[src/rtl/varint_encoder_pkg.sv]
// Shared definitions for the varint encode path: FSM encoding and
// base-128 group constants.
package varint_encoder_pkg;

  typedef enum logic [1:0] {
    IDLE = 2'b01,
    EMIT = 2'b10
  } state_e;

  localparam int VARINT_GROUP_BITS = 7;
  localparam int VARINT_CONT_BIT   = 7;
  localparam int VARINT_MAX_BYTES  = 5;

endpackage

[src/rtl/varint_len.sv]
// Encoded length of a value as a base-128 varint: the 7-bit group holding
// the highest set bit decides the count; zero still takes one byte.
module varint_len
  import varint_encoder_pkg::*;
#(
  parameter int DATA_WIDTH = 32
) (
  input  logic [DATA_WIDTH-1:0] value_i,
  output logic [2:0]            len_o
);

  localparam int NGROUPS = (DATA_WIDTH + VARINT_GROUP_BITS - 1) / VARINT_GROUP_BITS;

  // Later groups overwrite earlier ones, so the highest non-zero group wins.
  always_comb begin
    len_o = 3'd1;
    for (int g = 1; g < NGROUPS; g++) begin
      if (|(value_i >> (VARINT_GROUP_BITS * g))) len_o = 3'(g + 1);
    end
  end

endmodule

[src/rtl/varint_encoder.sv]
// Pops 32-bit values from the input FIFO and emits them as protobuf
// varint bytes (LSB group first) into the output FIFO, one byte per cycle.
module varint_encoder
  import varint_encoder_pkg::*;
#(
  parameter int DATA_WIDTH  = 32,
  parameter int INDEX_WIDTH = 10
) (
  input  logic                   clk,
  input  logic                   reset,
  input  logic                   varint_in_fifo_empty,
  input  logic [DATA_WIDTH-1:0]  varint_in_fifo_data,
  input  logic [INDEX_WIDTH-1:0] varint_in_index_data,
  output logic                   varint_in_fifo_pop,
  input  logic                   varint_out_fifo_full,
  output logic                   varint_out_fifo_push,
  output logic [7:0]             varint_out_data,
  output logic [INDEX_WIDTH-1:0] varint_out_index,
  output logic                   varint_out_last,
  input  logic                   encode_clr,
  output logic                   busy,
  output logic [31:0]            value_count
);

  state_e                 state_q;
  logic [DATA_WIDTH-1:0]  shreg_q;
  logic [2:0]             nbytes_q;
  logic [INDEX_WIDTH-1:0] idx_q;
  logic [31:0]            count_q;
  logic [2:0]             len_w;
  logic                   last_w;

  varint_len #(.DATA_WIDTH(DATA_WIDTH)) u_len (
    .value_i (varint_in_fifo_data),
    .len_o   (len_w)
  );

  // Gating with reset/clr keeps handshakes quiet the instant either is seen,
  // so nothing leaks out ahead of the state clearing.
  assign varint_in_fifo_pop   = !reset && !encode_clr && (state_q == IDLE) && !varint_in_fifo_empty;
  assign varint_out_fifo_push = !reset && !encode_clr && (state_q == EMIT) && !varint_out_fifo_full;

  assign last_w           = (nbytes_q == 3'd1);
  assign varint_out_data  = varint_out_fifo_push ? {!last_w, shreg_q[VARINT_GROUP_BITS-1:0]} : 8'h00;
  assign varint_out_index = varint_out_fifo_push ? idx_q : '0;
  assign varint_out_last  = varint_out_fifo_push && last_w;
  assign busy             = (state_q != IDLE);
  assign value_count      = count_q;

  always_ff @(posedge clk or posedge reset) begin
    if (reset) begin
      state_q  <= IDLE;
      shreg_q  <= '0;
      nbytes_q <= '0;
      idx_q    <= '0;
      count_q  <= '0;
    end else if (encode_clr) begin
      state_q  <= IDLE;
      shreg_q  <= '0;
      nbytes_q <= '0;
      idx_q    <= '0;
      count_q  <= '0;
    end else begin
      case (state_q)
        IDLE: begin
          if (varint_in_fifo_pop) begin
            shreg_q  <= varint_in_fifo_data;
            idx_q    <= varint_in_index_data;
            nbytes_q <= len_w;
            state_q  <= EMIT;
          end
        end
        EMIT: begin
          if (varint_out_fifo_push) begin
            shreg_q  <= shreg_q >> VARINT_GROUP_BITS;
            nbytes_q <= nbytes_q - 3'd1;
            if (last_w) begin
              count_q <= count_q + 32'd1;
              state_q <= IDLE;
            end
          end
        end
        default: state_q <= IDLE;
      endcase
    end
  end

endmodule
[config.mk]
export PLATFORM = sky130hd
export DESIGN_NAME = varint_encoder
export DESIGN_NICKNAME = d
export VERILOG_FILES = /design/src/rtl/varint_encoder_pkg.sv /design/src/rtl/varint_len.sv /design/src/rtl/varint_encoder.sv
export SDC_FILE = /design/constraint.sdc
export NUM_CORES = 1
export LEC_CHECK = 0
export ABC_AREA = 0
export CAP_MARGIN = 20
export CORE_MARGIN = 2
export CORE_UTILIZATION = 26
export CTS_CLUSTER_SIZE = 24
export DETAILED_ROUTE_END_ITERATION = 10
export HOLD_SLACK_MARGIN = 0.06
export PLACE_DENSITY = 0.56
export SETUP_SLACK_MARGIN = 0.15
export SYNTH_ARGS = -nofsm -noshare
export SYNTH_HDL_FRONTEND = slang
export SYNTH_HIERARCHICAL = 1
export SYNTH_SLANG_ARGS = --single-unit
[constraint.sdc]
create_clock -name clk -period 2.3 [get_ports clk]
set_input_delay 0.46 -clock clk [delete_from_list [all_inputs] [get_ports clk]]
set_output_delay 0.46 -clock clk [all_outputs]
set_load 0.02 [all_outputs]
Yosys cells after proc, flatten, opt, wreduce, memory -nomap -nowiden
Cells that the tools add are included. Widths: inputs -> output; s select.

Equal/unequal tests: 7. Multiplexer cells: 26. Add/sub/neg operators: 2. Reduce and logical (&&, ||, !) cells: 25.

Operators by type and width (number): $mux 32 (7); $pmux 32 s2 (1); $mux 10 (4); $add 32x1->32 const B (1); $reduce_or 25->1 (1); $mux 3 (6); $reduce_or 18->1 (1); $reduce_or 11->1 (1); $mux 2 (5); $reduce_bool 2->1 (5); $ne 3x3->1 const B (3); $reduce_and 3->1 (3); $mux 8 (1); $logic_and 1x1->1 (6); $pmux 3 s2 (1); $logic_not 1->1 (5); $pmux 2 s2 (1); $reduce_or 4->1 (1); $eq 3x1->1 const B (1); $reduce_bool 3->1 (1); $sub 3x1->3 const B (1); $eq 2x1->1 const B (1); $eq 2x2->1 const B (1); $ne 2x1->1 const B (1); $reduce_and 2->1 (1).

Bits in registers: 79. Logic and storage cells: 65. Bits of input ports: 47. Output and inout bits: 54.

Logic depth before layout (Yosys ltp)
Depth after elaboration: 8. Gate-level depth with buffers: 8. Gate-level depth less buffers: 7.

Modules after synthesis
The synthesis kept the hierarchy.

Modules (own cells, without submodules): varint_encoder (cells an instance 418, instances 1, area each 3873.7 sq um); varint_len (cells an instance 12, instances 1, area each 78.8 sq um).

Worst setup path after synthesis
Ideal clock, no wire load.

Path kind: register -> register. Start point: register nbytes_q[1]. End point: register count_q[29], in the netlist value_count[29]. Buffers on the path: 1. Setup slack: -13 ps. Data arrival time: 2194 ps. Cell stages (with the launch flop): 9. Setup time: 120 ps. Cell sequence: dfrtp_1 > inv_1 > ha_1 > or4b_1 > or4_4 > buf_6 > nor3_2 > a21oi_1 > a31o_1.

Cells in the longest elaborated chain, start to end: 3.

RTL lines: start: declaration (RTL line varint_encoder.sv:27) `logic [2:0] nbytes_q;`; start signal: assignment (RTL line varint_encoder.sv:69) `nbytes_q <= len_w;`; start signal: assignment (RTL line varint_encoder.sv:76) `nbytes_q <= nbytes_q - 3'd1;`; $eq 3x1->1 (RTL line varint_encoder.sv:43) `assign last_w = (nbytes_q == 3'd1);`; $reduce_bool 2->1 (no source line); $reduce_and 3->1 (no source line); end signal: assignment (RTL line varint_encoder.sv:78) `count_q <= count_q + 32'd1;`; end: declaration (RTL line varint_encoder.sv:29) `logic [31:0] count_q;`.

No other way between the ends. A chain may end at the register's enable or synchronous reset.

Worst setup path in the final report
Ends and elaborated chain as after synthesis.

==> flow_summary.ini <==
[grt]
grt_pass1_wl_um = 18700
grt_antenna_before_repair = 0
grt_max_degree = 46
grt_use_total = 0.146
grt_pass1_vias = 3702
grt_overflow_total = 0

[critical_path]
slowest_delay_ns = 0.51
cp-end-kind = flip-flop
ff2ff_setup_slack_ns = 0.13
cp_cell_sequence = inv_2 > ha_4 > or4b_4 > or4_4 > nor3_4 > a21oi_2 > a31o_1
crit_buf_inv = 1
crit_family = simple AND/OR/NAND/NOR gates
startpoint_type = flip-flop
required_ns = 2.53
critPathArrivalTime_ns = 2.40
path_class = flip-flop to flip-flop
worst_path_max_delay_cell = or4_4
crit_path_max_fanout = 5

[routing]
dr.pass1.iters = 4
drc = 0
routedWlPerCell_um = 15.1
drt-total-wl_um = 11500
vias_per_cell = 4.84
vias = 3680
ant_nets = 0
drtIter0Drc = 248

[timing]
hold_violations = 0
drv_slew = 0
worst-slew-pin-transition_ns = 0.518
fin_hold_ws_ns = 0.479
rsz0062_at_grt = true
finalSetupViolations = 0
final.min_clock_period_ns = 2.17
tns_ns = 0
fin_worst_skew_ns = 0.00682
max_freq_mhz = 461
setup_ws_ns = 0.130
slew_headroom = 0.651
timing.final.crit_share = 0.943

[floorplanning]
fp.dieH_um = 127
die_w_um = 127
io_pins = 101
initial_core_util = 0.263
core_um2 = 15000
die-area_um2 = 16200
rows = 45

[finish]
final_cells = 760
final_core_util = 0.397
antenna_cells = 0
fin_area_um2 = 5960
layout-drive-gt1-share = 0.227
layout.nets = 617
syn2layout_area_growth_pct = 50.8

[pwr]
p_leak_nw = 2.64
pwr-share-comb = 0.102
p_seq_frac = 0.424
power.total_mw = 3.52
power.internal_mw = 2.70
sw_frac_of_total = 0.232
power.density_nw_per_um2 = 590
vdd_ir_drop_max_mv = 0.535
clockPowerShare = 0.473
switchingPower_mw = 0.815

[placement]
dp_hpwl_um = 7900
io_buffers = 100
routabilityCongestion = 0.801
post-place-ws_ns = -0.474
dpl_cell_area_um2 = 5450
placed_cells = 730

[run_status]
run_status = completed

[logic_synthesis]
synthCells = 430
ys_ff_latch = 79
avgSynthCellArea_um2 = 9.19
ys_warn_count = 6
syn-num-nets = 480
ys_seq_area_frac = 0.500
synth_area_um2 = 3950
yosysUniqueCellTypes = 47

[clock_network]
clk_pin_slew_ns = 0.06
clock_path_buffers = 2
htreeDepth = 3
clkSinkCount = 79
clock-root-buffer = clkbuf_16
hold_buffers = 0
clkLatencyLatePin_ns = 0.34
cts_buffers = 9
cts_tree = built

[job]
max-cap-violations = 0

[min_path]
hold_path_class = flip-flop to flip-flop
synthesized netlist by cell type (all sizes together):
master / n / area share
dfrtp: 78 / 0.49
nand2: 73 / 0.069
o21ai: 39 / 0.049
nor2: 34 / 0.032
a22oi: 25 / 0.047
clkbuf: 23 / 0.024
a21oi: 21 / 0.027
and3: 21 / 0.034
xnor2: 19 / 0.042
nor3: 18 / 0.025
nand3: 12 / 0.015
inv: 8 / 0.0076
and4: 6 / 0.014
or3: 6 / 0.0098
xor2: 6 / 0.013
nand4: 5 / 0.0079
nor4: 5 / 0.013
buf: 4 / 0.0089
nor3b: 4 / 0.010
ha: 3 / 0.0095
nand2b: 3 / 0.0047
or4: 3 / 0.0076
a211oi: 2 / 0.0051
nor2b: 2 / 0.0032
a221oi: 1 / 0.0022
a31o: 1 / 0.0022
a31oi: 1 / 0.0016
and2: 1 / 0.0019
dfstp: 1 / 0.0066
mux2i: 1 / 0.0025
nand4b: 1 / 0.0022
or2: 1 / 0.0016
or3b: 1 / 0.0022
or4b: 1 / 0.0025
power groups by stage:
stage	clock, mW	combinational (mW)	sequential [mW]
detailed placement	0	0.351	1.52
global placement	0	0.344	1.51
finish	1.66	0.360	1.49
global route	1.76	0.401	1.50
CTS	1.69	0.356	1.49
floorplan	0	0.157	1.50
worst paths after layout:
path,from,to,cells after the start
max in group asynchronous,reset,state_q[0],4
worst min-delay path,shreg_q[17],shreg_q[17],2
worst max-delay path,nbytes_q[1],value_count[29],7
min in group asynchronous,reset,state_q[1],3
worst max register to register,nbytes_q[1],value_count[29],7
worst min register to register,shreg_q[17],shreg_q[17],2
tightest hold or removal path: cells and delay by family (launching register included):
family             cells  cell delay [ns]
DFF                    1             0.35
AOI/OAI and AO/OA      1             0.05
and+or+nand+nor        1             0.05
final cells by class:
class                           count  area (um2)
Timing Repair Buffer              152        1400
Multi-Input combinational cell    317        1970
Clock inverter                      7         121
Clock buffer                        9         225
Tap cell                          188         235
Sequential cell                    79        1980
Inverter                            8        33.8
Fill cell                        1477        9070
kinds of logic after synthesis:
| logic type | after synthesis | share of synthesized area |
|---|---|---|
| flops | 79 | 0.500 |
| fa+ha+maj | 3 | 0.00950 |
| xor+xnor | 25 | 0.0554 |
| simple gates | 197 | 0.257 |
| mux | 1 | 0.00253 |
| compound gates | 90 | 0.135 |
| buf+inv | 35 | 0.0408 |
routing by layer:
| layer | global-route usage | part of all wire | vias to the layer above |
|---|---|---|---|
| met5 | 0 | 0 | - |
| met4 | 0.0414 | 0.012 | 0 |
| met3 | 0.0415 | 0.059 | 14 |
| met2 | 0.235 | 0.48 | 125 |
| met1 | 0.193 | 0.45 | 1766 |
| li1 | - | - | 1775 |
repair_timing:
| action | 4_1_cts | 5_1_grt |
|---|---|---|
| resized for setup | 111 | 17 |
| setup buffers | 6 | 4 |
| pin swaps | 5 | 4 |
| endpoints found under the setup margin | 42 | 27 |
| cloned | 4 | 0 |
registers in the layout (all words and copies together), names as in the netlist:
name / flops
nbytes_q: 3
state_q: 2
idx_q: 10
shreg_q: 32
value_count: 32
cell usage in the layout (no fill, tap or decap), types with 5 or more instances in the layout:
| master | count |
|---|---|
| dfrtp_1 | 78 |
| buf_12 | 5 |
| nor3_1 | 7 |
| o21ai_0 | 38 |
| nand4_1 | 5 |
| inv_1 | 6 |
| nand2_1 | 73 |
| or3_1 | 5 |
| nand3_1 | 12 |
| buf_4 | 41 |
| clkbuf_16 | 9 |
| xor2_1 | 6 |
| nor3_2 | 7 |
| buf_6 | 9 |
| xnor2_1 | 18 |
| a22oi_1 | 25 |
| and3_1 | 19 |
| nor2_1 | 31 |
| clkdlybuf4s50_1 | 75 |
| a21oi_1 | 19 |
| buf_2 | 18 |
Note: power is estimated with default switching activity, not from simulation.
